File: src/rtl/alu_issue_stage.sv
// ID/EX issue stage ahead of the 32-bit ALU.
// Decodes RV32I into ALU controls, forwards operands, handles load-use stalls and flush.
module alu_issue_stage #(
  parameter bit          FWD_EN           = 1'b1,
  parameter int unsigned LOAD_USE_BUBBLES = 1
) (
  input  logic        clk,
  input  logic        rst_n,
  input  logic        flush,
  input  logic        id_valid,
  output logic        id_ready,
  input  logic [31:0] id_instr,
  input  logic [31:0] id_pc,
  input  logic [31:0] rs1_data,
  input  logic [31:0] rs2_data,
  input  logic        mem_fwd_we,
  input  logic [4:0]  mem_fwd_rd,
  input  logic [31:0] mem_fwd_data,
  input  logic        wb_fwd_we,
  input  logic [4:0]  wb_fwd_rd,
  input  logic [31:0] wb_fwd_data,
  input  logic        ex_ready,
  output logic        ex_valid,
  output logic [2:0]  alu_opcode,
  output logic [31:0] alu_op1,
  output logic [31:0] alu_op2,
  output logic        alu_sub,
  output logic [4:0]  ex_rd,
  output logic        ex_we,
  output logic        ex_is_load,
  output logic        ex_is_store,
  output logic        ex_is_branch,
  output logic [2:0]  ex_funct3,
  output logic [31:0] ex_store_data,
  output logic        ex_illegal
);

  typedef enum logic [6:0] {
    OPC_OP     = 7'b0110011,
    OPC_OPIMM  = 7'b0010011,
    OPC_LUI    = 7'b0110111,
    OPC_AUIPC  = 7'b0010111,
    OPC_JAL    = 7'b1101111,
    OPC_JALR   = 7'b1100111,
    OPC_LOAD   = 7'b0000011,
    OPC_STORE  = 7'b0100011,
    OPC_BRANCH = 7'b1100011
  } opc_e;

  opc_e        opc;
  logic [4:0]  rs1, rs2, rd;
  logic [2:0]  f3;
  logic [31:0] imm_i, imm_s, imm_u;
  logic [31:0] rs1_val, rs2_val;

  assign opc   = opc_e'(id_instr[6:0]);
  assign rd    = id_instr[11:7];
  assign f3    = id_instr[14:12];
  assign rs1   = id_instr[19:15];
  assign rs2   = id_instr[24:20];
  assign imm_i = {{20{id_instr[31]}}, id_instr[31:20]};
  assign imm_s = {{20{id_instr[31]}}, id_instr[31:25], id_instr[11:7]};
  assign imm_u = {id_instr[31:12], 12'h000};

  // MEM result is younger than WB, so it takes priority.
  function automatic logic [31:0] fwd_sel(
    input logic [4:0]  r,
    input logic [31:0] rf,
    input logic        mwe,
    input logic [4:0]  mrd,
    input logic [31:0] mdata,
    input logic        wwe,
    input logic [4:0]  wrd,
    input logic [31:0] wdata
  );
    if (r == 5'd0)                  return '0;
    if (FWD_EN && mwe && mrd == r)  return mdata;
    if (FWD_EN && wwe && wrd == r)  return wdata;
    return rf;
  endfunction

  assign rs1_val = fwd_sel(rs1, rs1_data, mem_fwd_we, mem_fwd_rd, mem_fwd_data,
                           wb_fwd_we, wb_fwd_rd, wb_fwd_data);
  assign rs2_val = fwd_sel(rs2, rs2_data, mem_fwd_we, mem_fwd_rd, mem_fwd_data,
                           wb_fwd_we, wb_fwd_rd, wb_fwd_data);

  logic [2:0]  d_opcode;
  logic        d_sub, d_we, d_is_load, d_is_store, d_is_branch, d_illegal;
  logic [31:0] d_op1, d_op2;
  logic [4:0]  d_rd;
  logic        rs1_used, rs2_used;

  always_comb begin
    d_opcode    = '0;
    d_sub       = 1'b0;
    d_op1       = '0;
    d_op2       = '0;
    d_rd        = '0;
    d_we        = 1'b0;
    d_is_load   = 1'b0;
    d_is_store  = 1'b0;
    d_is_branch = 1'b0;
    d_illegal   = 1'b0;
    rs1_used    = 1'b0;
    rs2_used    = 1'b0;
    case (opc)
      OPC_OP: begin
        d_opcode = f3;
        d_sub    = id_instr[30] && (f3 == 3'b000 || f3 == 3'b101);
        d_op1    = rs1_val;
        d_op2    = rs2_val;
        d_rd     = rd;
        d_we     = 1'b1;
        rs1_used = 1'b1;
        rs2_used = 1'b1;
      end
      OPC_OPIMM: begin
        d_opcode = f3;
        d_sub    = id_instr[30] && (f3 == 3'b101);
        d_op1    = rs1_val;
        d_op2    = imm_i;
        d_rd     = rd;
        d_we     = 1'b1;
        rs1_used = 1'b1;
      end
      OPC_LUI: begin
        d_op2 = imm_u;
        d_rd  = rd;
        d_we  = 1'b1;
      end
      OPC_AUIPC: begin
        d_op1 = id_pc;
        d_op2 = imm_u;
        d_rd  = rd;
        d_we  = 1'b1;
      end
      OPC_JAL, OPC_JALR: begin
        d_op1    = id_pc;
        d_op2    = 32'd4;
        d_rd     = rd;
        d_we     = 1'b1;
        rs1_used = (opc == OPC_JALR);
      end
      OPC_LOAD: begin
        d_op1     = rs1_val;
        d_op2     = imm_i;
        d_rd      = rd;
        d_we      = 1'b1;
        d_is_load = 1'b1;
        rs1_used  = 1'b1;
      end
      OPC_STORE: begin
        d_op1      = rs1_val;
        d_op2      = imm_s;
        d_is_store = 1'b1;
        rs1_used   = 1'b1;
        rs2_used   = 1'b1;
      end
      OPC_BRANCH: begin
        d_op1       = rs1_val;
        d_op2       = rs2_val;
        d_is_branch = 1'b1;
        rs1_used    = 1'b1;
        rs2_used    = 1'b1;
        case (f3[2:1])
          2'b00:   d_sub     = 1'b1;
          2'b10:   d_opcode  = 3'b010;
          2'b11:   d_opcode  = 3'b011;
          default: d_illegal = 1'b1;
        endcase
      end
      default: d_illegal = 1'b1;
    endcase
  end

  logic advance, hazard, hazard_raw;

  assign hazard_raw = ex_valid && ex_is_load && (ex_rd != 5'd0) &&
                      ((rs1_used && ex_rd == rs1) || (rs2_used && ex_rd == rs2));
  assign hazard     = (LOAD_USE_BUBBLES != 0) && hazard_raw;
  assign advance    = !ex_valid || ex_ready;
  assign id_ready   = advance && !hazard && !flush;

  // A bubble only clears ex_valid; the payload holds its last value.
  always_ff @(posedge clk or negedge rst_n) begin
    if (!rst_n) begin
      ex_valid      <= 1'b0;
      alu_opcode    <= '0;
      alu_op1       <= '0;
      alu_op2       <= '0;
      alu_sub       <= 1'b0;
      ex_rd         <= '0;
      ex_we         <= 1'b0;
      ex_is_load    <= 1'b0;
      ex_is_store   <= 1'b0;
      ex_is_branch  <= 1'b0;
      ex_funct3     <= '0;
      ex_store_data <= '0;
      ex_illegal    <= 1'b0;
    end else if (flush) begin
      ex_valid <= 1'b0;
    end else if (advance) begin
      ex_valid <= id_valid && id_ready;
      if (id_valid && id_ready) begin
        alu_opcode    <= d_opcode;
        alu_op1       <= d_op1;
        alu_op2       <= d_op2;
        alu_sub       <= d_sub;
        ex_rd         <= d_rd;
        ex_we         <= d_we && (d_rd != 5'd0);
        ex_is_load    <= d_is_load;
        ex_is_store   <= d_is_store;
        ex_is_branch  <= d_is_branch;
        ex_funct3     <= f3;
        ex_store_data <= rs2_val;
        ex_illegal    <= d_illegal;
      end
    end
  end

endmodule

File: config.mk
export PLATFORM = sky130hd
export DESIGN_NAME = alu_issue_stage
export DESIGN_NICKNAME = d
export VERILOG_FILES = /design/src/rtl/alu_issue_stage.sv
export SDC_FILE = /design/constraint.sdc
export NUM_CORES = 1
export LEC_CHECK = 0
export BUFFER_PORTS_ARGS = -buffer_cell sky130_fd_sc_hd__buf_4
export CORE_MARGIN = 5
export CORE_UTILIZATION = 35
export DETAILED_ROUTE_END_ITERATION = 8
export PLACE_DENSITY_LB_ADDON = 0.15
export SLEW_MARGIN = 10
export SYNTH_ARGS = -nofsm -noshare
export SYNTH_HDL_FRONTEND = slang
export SYNTH_SLANG_ARGS = --single-unit
File: constraint.sdc
create_clock -name clk -period 2 [get_ports clk]
set_input_delay 0.4 -clock clk [delete_from_list [all_inputs] [get_ports clk]]
set_output_delay 0.4 -clock clk [all_outputs]
set_load 0.03 [all_outputs]
==> reports/qor.yml <==
fin_util_pct: 63.8
seq_area_um2: 2860
grt_pass1_vias: 9397
internal_power_mw: 5.58
cap_violations: 0
synth_warnings: 0
path_clk_slew_ns: 0.06
cts_tree: "done"
synth_area_um2: 7170
async_flop_share_pct: 100
overflow: 0
use_met3_pct: 8.23
critPathMaxFanout: 4
crit_required_ns: 1.60
setup_slack_ns: -0.493
rr_endpoint: "ex_store_data[19]"
die_w_um: 153
antenna_found_initial: 0
critPathBufInv: 3
core_area_um2: 20200
setup_viol: 115
dieArea_um2: 23500
fillers: 1671
clockPowerShare_pct: 39.4
port_buffers: 323
cp_slowest_cell: "or4_4"
worstSetupPathType: "flop to output pin"
rows: 52
crit_family: "simple AND/OR/NAND/NOR gates"
crit_start: "ex_rd[2]"
critPathCaptureType: "output pin"
diodes: 0
syn_area_per_cell_um2: 8.62
power_density_nw_per_um2: 638
grt_use_total_pct: 32.8
peakVddDrop_uv: 558
drt_iter0_drc: 708
reg2regPathDepth: 12
grt_pass1_wl_um: 58700
clk_latency_ns: 0.42
nets: 1497
worstHoldPathType: "input port to async pin"
seqPwrFrac_pct: 31.7
top_usage_layer: "met2"
syn2layout_area_growth_pct: 79.9
grt_setup_unrepaired: "true"
whs_ns: -0.00627
power_switching_share_pct: 32.2
htreeDepth: 4
routabilityCongestion: 0.999
numCtsBuffers: 17
synth.net_count: 1041
cpPeakStageDelay_ns: 0.53
drive_above_1_share_pct: 48.8
violations: "negative hold slack, negative setup slack"
ant_nets: 0
finalHoldViolCount: 2
tightestPinTransition_ns: 0.607
vias: 9178
wl_um: 39900
ys_seq_elements: 114
io_pins: 324
via_per_inst: 5.84
clk_path_buf_depth: 2
worstSetupStartpointType: "flop"
combinationalPowerShare_pct: 28.9
r2r_start: "ex_rd[2]"
netlist_instances: 832
cts_root_buf: "clkbuf_16"
clock.fmax_mhz: 401
dr.pass1.iters: 5
report.final.slew_viol_count: 0
path_common_cell: "buf_6"
skew_ns: 0.0157
cp_data_arrival_time_ns: 2.09
use_met2_pct: 53.4
outcome: "complete, but fails checks"
synth_edf_count: 0
p_leak_nw: 6.06
path_cells: "or4_4 -> o211ai_1 -> buf_4 -> buf_6 -> o21a_4 -> buf_6"
ys_seq_area_share_pct: 39.8
grt_max_degree: 77
ys_types: 53
drc: 0
start_util_pct: 35.5
die_height_um: 153
fin_crit_sh_pct: 125
route.detailed.wl_per_inst_um: 25.4
multi_input_area_um2: 4360
r2r_slack_ns: -0.47
p_sw_mw: 2.65
max_slew_margin_pct: 59.5
use_met1_pct: 41.1
place_hpwl_um: 29200
period_minus_slack_ns: 2.49
ys.flop_type: "dfrtp_1"
cts.sinks: 114
[sequential cells by signal, summed over array words and instances (netlist names), 3 cells and up]
register	count
alu_op1	32
alu_op2	32
ex_store_data	32
ex_rd	5
alu_opcode	3
ex_funct3	3
[synthesized netlist by cell type (3+ instances only)]
cell type  instances  area [um2]
mux2i_1            4        40.0
a21oi_1           36         180
inv_1              3        11.3
o41ai_1           29         254
dfrtp_1          114        2850
a21o_1            10        75.1
a31oi_1            8        50.1
nor3_1            23         115
a22o_1            22         193
o21ai_1           50         250
and2_1             7        43.8
xor2_1             8        70.1
nand4_1            5        31.3
nand2_1          127         477
a41oi_1            5        43.8
a2bb2oi_1         27         236
a221oi_1          55         482
nand2b_1           3        18.8
buf_6              9         101
or2_2              3        18.8
nand3_1            8        40.0
xnor2_1           21         184
o31ai_1           24         180
o31a_1            10        87.6
or4_1              4        30.0
buf_2             23         115
nor2b_1           10        62.6
o21ai_0           35         175
and3_1             4        25.0
nor2_1            67         251
a2111oi_0          4        35.0
clkbuf_1          50         188
[layer usage]
layer	up-vias	wire (um)
met5	-	0
met4	0	1900
met3	98	3430
met2	547	19000
met1	4466	15600
li1	4067	-
[what timing repair did]
action | in CTS | in global routing
setup endpoints to repair | 115 | 115
setup buffers | 17 | 7
pin swaps | 26 | 8
hold buffers | 0 | 0
gates resized for setup | 79 | 17
gates cloned | 17 | 4
hold endpoints to repair | 0 | 0
[cells by family (layout without fill, tap and decap cells)]
logic type	after synthesis	after routing	synth area share (%)
compound gates	327	327	33.4
simple gates	268	269	16.4
flops	114	114	39.8
buf+inv	88	556	6.05
xor+xnor	29	29	3.54
mux	6	6	0.872
[worst reg2reg max path, stage by stage, from the launching register on]
cell and delay [ns]:
dfrtp_2 0.42, buf_4 0.14, xor2_1 0.13, a2111o_1 0.34
o32a_1 0.19, buf_4 0.16, o211ai_4 0.30, buf_12 0.19
buf_12 0.15, buf_12 0.10, buf_16 0.12, nand2_1 0.06
o41ai_2 0.05
[power groups by stage]
stage | registers, mW | clock network (mW) | logic, mW
6_report | 2.61 | 3.24 | 2.38
3_3_place_gp | 2.64 | 0 | 2.02
3_5_place_dp | 2.63 | 0 | 2.05
4_1_cts | 2.60 | 3.24 | 2.34
2_1_floorplan | 2.93 | 0 | 0.648
5_1_grt | 2.62 | 3.37 | 2.50
[cell usage in the layout (no fill, tap or decap), drive strengths merged, types with 21 or more instances in the layout]
cell type | netlist | final
a221oi | 55 | 55
a2bb2oi | 27 | 27
a22o | 22 | 22
dfrtp | 114 | 114
nor3 | 24 | 24
o21ai | 85 | 85
o31ai | 24 | 24
xnor2 | 21 | 21
nand2 | 127 | 127
o41ai | 29 | 29
buf | 35 | 515
nor2 | 67 | 67
clkbuf | 50 | 21
a21oi | 36 | 36
[metrics by stage]
step / cell area, um2 / setup TNS [ns] / power [mW] / cells / setup WS, ns
CTS: 12800 / -35.49 / 8.18 / 1564 / -0.439
floorplan: 7400 / -16.85 / 3.57 / 832 / -0.254
global placement: 11200 / -25.82 / 4.66 / 1498 / -0.489
detailed placement: 11200 / -28.08 / 4.68 / 1498 / -0.492
global route: 12900 / -51.19 / 8.49 / 1571 / -0.549
finish: 12900 / -43.88 / 8.23 / 1571 / -0.493
[cell type report]
type,count,share of cell area [%]
clock buffer,18,3.32
clock inverter,14,1.38
inverter,3,0.0872
multi-input combinational,631,33.8
sequential,114,22.1
tap,270,2.62
timing repair buffer,521,36.7
[how the worst max path moves through the flow]
stage	end	slack, ns	depth (start not counted)
final	id_ready	-0.49	6
after global routing	id_ready	-0.55	6
after CTS	id_ready	-0.44	5
after detailed placement	ex_store_data[0]	-0.49	9
after global placement	ex_store_data[0]	-0.49	8
after floorplan	ex_funct3[1]	-0.25	8
No activity file was read; power rests on OpenSTA's default activity.
